File: config.mk
export PLATFORM = sky130hd
export DESIGN_NAME = nibble_packer
export DESIGN_NICKNAME = d
export VERILOG_FILES = /design/src/rtl/nibble_packer.sv
export SDC_FILE = /design/constraint.sdc
export NUM_CORES = 1
export LEC_CHECK = 0
export ABC_AREA = 1
export CORE_ASPECT_RATIO = 1.5
export CORE_MARGIN = 2
export CORE_UTILIZATION = 50
export DETAILED_ROUTE_END_ITERATION = 16
export PLACE_DENSITY = 0.85
export SYNTH_ARGS = -nofsm -noshare
export SYNTH_HDL_FRONTEND = slang
export SYNTH_SLANG_ARGS = --single-unit
File: constraint.sdc
create_clock -name clk -period 2.21 [get_ports clk]
set_input_delay 0.663 -clock clk [delete_from_list [all_inputs] [get_ports clk]]
set_output_delay 0.663 -clock clk [all_outputs]
set_load 0.005 [all_outputs]
File: src/rtl/nibble_packer.sv
// Packs eight 4-bit nibbles into a 32-bit word behind a valid/ready output.
// Optional backspace input enabled by `define NIBBLE_PACKER_BACKSPACE_EN.
module nibble_packer #(
  parameter bit MSB_FIRST = 1'b0
) (
  input  logic        clk,
  input  logic        rstn,
  input  logic        in_valid,
  input  logic [3:0]  in_nib,
  output logic        in_ready,
  input  logic        clr,
`ifdef NIBBLE_PACKER_BACKSPACE_EN
  input  logic        del,
`endif
  output logic        out_valid,
  input  logic        out_ready,
  output logic [31:0] out_data,
  output logic [31:0] cur_word,
  output logic [2:0]  ptr
);

  typedef enum logic {FILL, HOLD} state_t;

  localparam logic [2:0] START = MSB_FIRST ? 3'd7 : 3'd0;
  localparam logic [2:0] LAST  = MSB_FIRST ? 3'd0 : 3'd7;

  state_t      state_q, state_d;
  logic [31:0] word_q, word_d;
  logic [31:0] data_q, data_d;
  logic [2:0]  ptr_q, ptr_d;
  logic [2:0]  ptr_fwd, ptr_bck;
  logic        del_w;

`ifdef NIBBLE_PACKER_BACKSPACE_EN
  assign del_w = del;
`else
  assign del_w = 1'b0;
`endif

  assign ptr_fwd = MSB_FIRST ? ptr_q - 3'd1 : ptr_q + 3'd1;
  assign ptr_bck = MSB_FIRST ? ptr_q + 3'd1 : ptr_q - 3'd1;

  always_ff @(posedge clk) begin
    if (!rstn) begin
      state_q <= FILL;
      word_q  <= '0;
      data_q  <= '0;
      ptr_q   <= START;
    end else begin
      state_q <= state_d;
      word_q  <= word_d;
      data_q  <= data_d;
      ptr_q   <= ptr_d;
    end
  end

  always_comb begin
    state_d = state_q;
    word_d  = word_q;
    data_d  = data_q;
    ptr_d   = ptr_q;
    if (clr) begin
      state_d = FILL;
      word_d  = '0;
      ptr_d   = START;
    end else begin
      unique case (state_q)
        FILL: begin
          if (in_valid) begin
            word_d[{ptr_q, 2'b00} +: 4] = in_nib;
            if (ptr_q == LAST) begin
              state_d = HOLD;
              data_d  = word_d;
              ptr_d   = START;
            end else begin
              ptr_d = ptr_fwd;
            end
          end else if (del_w && ptr_q != START) begin
            // step back and blank the slot just vacated
            word_d[{ptr_bck, 2'b00} +: 4] = 4'h0;
            ptr_d = ptr_bck;
          end
        end
        HOLD: begin
          if (out_ready) begin
            state_d = FILL;
            word_d  = '0;
          end
        end
        default: state_d = FILL;
      endcase
    end
  end

  assign in_ready  = (state_q == FILL);
  assign out_valid = (state_q == HOLD);
  assign out_data  = data_q;
  assign cur_word  = word_q;
  assign ptr       = ptr_q;

endmodule

==> summary by stage <==
Clock network
The cell sitting at the root of the clock tree is a sky130_fd_sc_hd__clkbuf_8. In this run the number of H-tree levels came out at 3. In this run, CTS created clock tree buffers numbering 9. The clock passes through at most 2 buffers.

After clock tree synthesis, the clock-pin slew on the worst setup and hold paths is 0.08 ns. CTS saw 68 sinks. For the worst-skew pair, the clock arrives at the later sink with an insertion delay of 0.35 ns. TritonCTS built the clock tree.

Logic synthesis
Summing every instance area after synthesis gives 3270 µm². The gate count of the mapped netlist is 478. After synthesis, the mean cell area works out to 6.85 µm². The number of synthesized flops with an enable pin is 0.

The main combinational cell family by area after synthesis is simple AND/OR/NAND/NOR gates. The synthesized flop and latch total is 68. The synthesized-area fraction occupied by ao, oa, aoi and oai cells came to 0.114. The share of async-settable or async-resettable flops after synthesis is 0. The post-synthesis simple-gate area fraction is 0.321. Of the total synthesized cell area, the portion taken by full adders, half adders and majority gates is 0.0191.

Of the total synthesized cell area, the portion taken by XOR and XNOR cells is 0. The sequential element share of the synthesized area is 0.416. The multiplexer share of the synthesized area is 0. The post-synthesis net count is 492. In this run, distinct cell masters in the synthesized netlist total 26. The most used flip-flop cell after synthesis is sky130_fd_sc_hd__dfxtp_1. Yosys printed 0 warnings.

STA
The highest clock rate is 479 MHz. The final-layout setup total negative slack is 0 ns. Setup repair after global routing could not meet its margin everywhere. In the post-route analysis, the smallest setup slack over all paths is 0.123 ns. The ratio of final minimum period to clock period is 0.944. For the pin with the worst max-slew slack, the measured transition is 0.455 ns. The worst-case headroom to the max-slew limit is 0.696.

The number of max-slew violations in the final report is 0. The total count of hold-check failures in the final report was 0. The worst clock skew on the final layout is 0.00748 ns.

Setup violations remaining at the end of the flow were counted as 0. After layout, the minimum clock period comes to 2.09 ns.

Floorplanning
Measured along the x axis, the die boundary spans 70.1 µm. The die covers 7230 µm². The floorplan die height is 103 µm. The total area inside the core boundary comes to 6400 µm². Pin placement for this block handled 78 I/O pins. The effective utilization at floorplan is 0.512. The row count is 36.

Critical path
STA classifies the critical path endpoint as a flop. The critical path in this run is classified as reg2reg. The data arrival time at the worst-slack endpoint is 2.34 ns.

STA classifies the critical path startpoint as a flop. The terminus of the critical flop-to-flop path is out_data[30]. Along the worst path, the maximum fanout reaches 9. The launch instance of the worst register-to-register path is ptr[0].

The register-to-register path setup slack is 0.12 ns. For the worst flop-to-flop path, the logic depth is 9. Data on the critical path is required at its endpoint by 2.46 ns. In this run the worst setup path begins at ptr[0].

Global routing
Global routing finished with a remaining overflow of 0. The initial antenna violation count is 0. The first global-routing pass estimated 13800 µm of wire.

The global-route usage over all layers is 0.241. The maximum number of pins on one net before global-route repair is 34. The via count of the first global-routing pass is 2998.

Hold path
The worst hold-check path type is reg2reg. The worst hold path begins at cur_word[5]. The worst hold path terminates at cur_word[5]. The worst hold path passes through 2 cells.

Power and ir drop
The share of total power dissipated in the clock network is 0.449. The design draws 2.64 mW. The net switching power is 0.643 mW. For this design the ratio of total power to cell area is 613 nW/µm².

The switching part of the total is 0.243. The share of total power dissipated in combinational logic is 0.083. For this design the static power due to leakage is 1.82 nW. The share of total power dissipated in sequential elements is 0.468. IR analysis of the VDD net gives a maximum drop of 362 µV. Internal power comes to 2.00 mW.

Detailed routing
After detailed routing, the wire length on met1 is 3330 µm. In this run the top signal layer used is met4. The detailed router placed 3264 vias in this run. The number of nets still failing antenna checks after routing is 0. The via density per instance is 5.13.

Summed over all nets, wire length on met3 after detailed routing comes to 467 µm. The post-detailed-route wirelength per cell is 13.5 µm. The number of remaining DRC errors is 0.

After detailed routing, the met2 layer carries 4500 µm of wire. The detailed router finished its first iteration with 300 violations. The iteration count of the initial detailed-routing pass is 5. The total length of routed wires is 8590 µm.

Final layout
The final cell area excluding filler cells is 4320 µm². The area growth from synthesis to layout is 31.8%. At the end of the flow the core is filled with cells to 0.675. The ratio of cells with drive above 1 in the final layout is 0.0714. The number of antenna diodes is 0. The count of nets after finishing is 569.

Placement
The placed standard-cell area is 4070 µm². The routability congestion estimate from global placement is 0.821. The half-perimeter wire length after placement is 6000 µm. Timing analysis after detailed placement gives a worst setup slack of 0.0460 ns.

The number of buffers added on ports is 77.

Run status
The flow ran to the end, and the final reports show no timing, DRC or antenna violations.

Job
Max-cap violations in this run came to 0.
layout by cell type (no fill, tap or decap), drive strengths merged:
cell type	n
a211oi	3
a21oi	36
buf	10
bufinv	2
clkbuf	11
clkdlybuf4s50	77
clkinv	1
clkinvlp	2
dfxtp	68
ha	5
inv	63
nand2	136
nand3	31
nand4	8
nor2	73
o21ai	32
or2	2
power by group through the flow:
| stage | Clock, mW | Combinational, mW | Sequential [mW] |
|---|---|---|---|
| after floorplan | 0 | 0.149 | 1.26 |
| after global placement | 0 | 0.205 | 1.26 |
| after detailed placement | 0 | 0.209 | 1.27 |
| after CTS | 1.20 | 0.212 | 1.24 |
| after global routing | 1.24 | 0.240 | 1.24 |
| final | 1.19 | 0.219 | 1.24 |
area by class of cell:
class	instances	area [µm²]
fill	535	2080
multi-input combinational	326	1500
sequential	68	1360
timing repair buffer	87	883
inverter	63	244
clock buffer	11	151
tap	76	95.1
clock inverter	5	83.8
kinds of logic (layout without fill, tap and decap cells):
kind of cell,count (synthesis),count (layout)
AOI/OAI and AO/OA,71,71
adders and majority gates,5,5
and+or+nand+nor,250,250
buffers and inverters,84,166
DFF,68,68
stage by stage:
step	cells	hold slack, ns
finish	636	0.483
global route	636	0.503
CTS	636	0.485
detailed placement	620	0.474
global placement	620	0.467
floorplan	478	0.470
registers in the layout (all words and copies together), names as in the netlist:
register	flops
cur_word	32
out_valid	1
out_data	32
ptr	3
worst max-delay path, cell delays in order, from the launching register on:
cell	delay, ns
sky130_fd_sc_hd__dfxtp_1	0.41
sky130_fd_sc_hd__inv_1	0.08
sky130_fd_sc_hd__ha_1	0.22
sky130_fd_sc_hd__ha_1	0.34
sky130_fd_sc_hd__inv_2	0.16
sky130_fd_sc_hd__nand3_1	0.26
sky130_fd_sc_hd__nand2_1	0.13
sky130_fd_sc_hd__o21ai_0	0.10
sky130_fd_sc_hd__o21ai_0	0.22
sky130_fd_sc_hd__inv_1	0.06
worst max-delay path by stage:
stage          slack (ns)            to
6_report             0.12  out_data[30]
5_1_grt            -0.002   out_data[4]
4_1_cts              0.16  out_data[30]
3_5_place_dp         0.05  out_data[12]
3_3_place_gp         0.09  out_data[20]
2_1_floorplan        0.30   cur_word[1]
repair_timing:
action / CTS / global route
gates resized for setup: 0 / 2
hold buffers: 0 / 0
setup endpoints to repair: 0 / 2
buffers inserted: 0 / 0
layer usage:
layer | vias to the layer above | track usage
met5 | - | 0
met4 | 0 | 0.124
met1 | 1483 | 0.272
met2 | 114 | 0.442
met3 | 20 | 0.0362
li1 | 1647 | -
cell usage after synthesis (3+ instances only):
cell type | number | share of area
sky130_fd_sc_hd__inv_1 | 59 | 0.068
sky130_fd_sc_hd__nor2_1 | 69 | 0.079
sky130_fd_sc_hd__inv_2 | 3 | 0.0034
sky130_fd_sc_hd__a21oi_1 | 35 | 0.053
sky130_fd_sc_hd__nand2_1 | 134 | 0.15
sky130_fd_sc_hd__ha_1 | 5 | 0.019
sky130_fd_sc_hd__nand4_1 | 8 | 0.015
sky130_fd_sc_hd__o21ai_0 | 25 | 0.038
sky130_fd_sc_hd__dfxtp_1 | 68 | 0.42
sky130_fd_sc_hd__clkbuf_8 | 5 | 0.021
sky130_fd_sc_hd__buf_4 | 5 | 0.011
sky130_fd_sc_hd__nand3_1 | 31 | 0.047
sky130_fd_sc_hd__a211oi_1 | 3 | 0.0069
sky130_fd_sc_hd__buf_6 | 4 | 0.014
sky130_fd_sc_hd__o21ai_1 | 7 | 0.011
No activity file was read; power rests on OpenSTA's default activity.
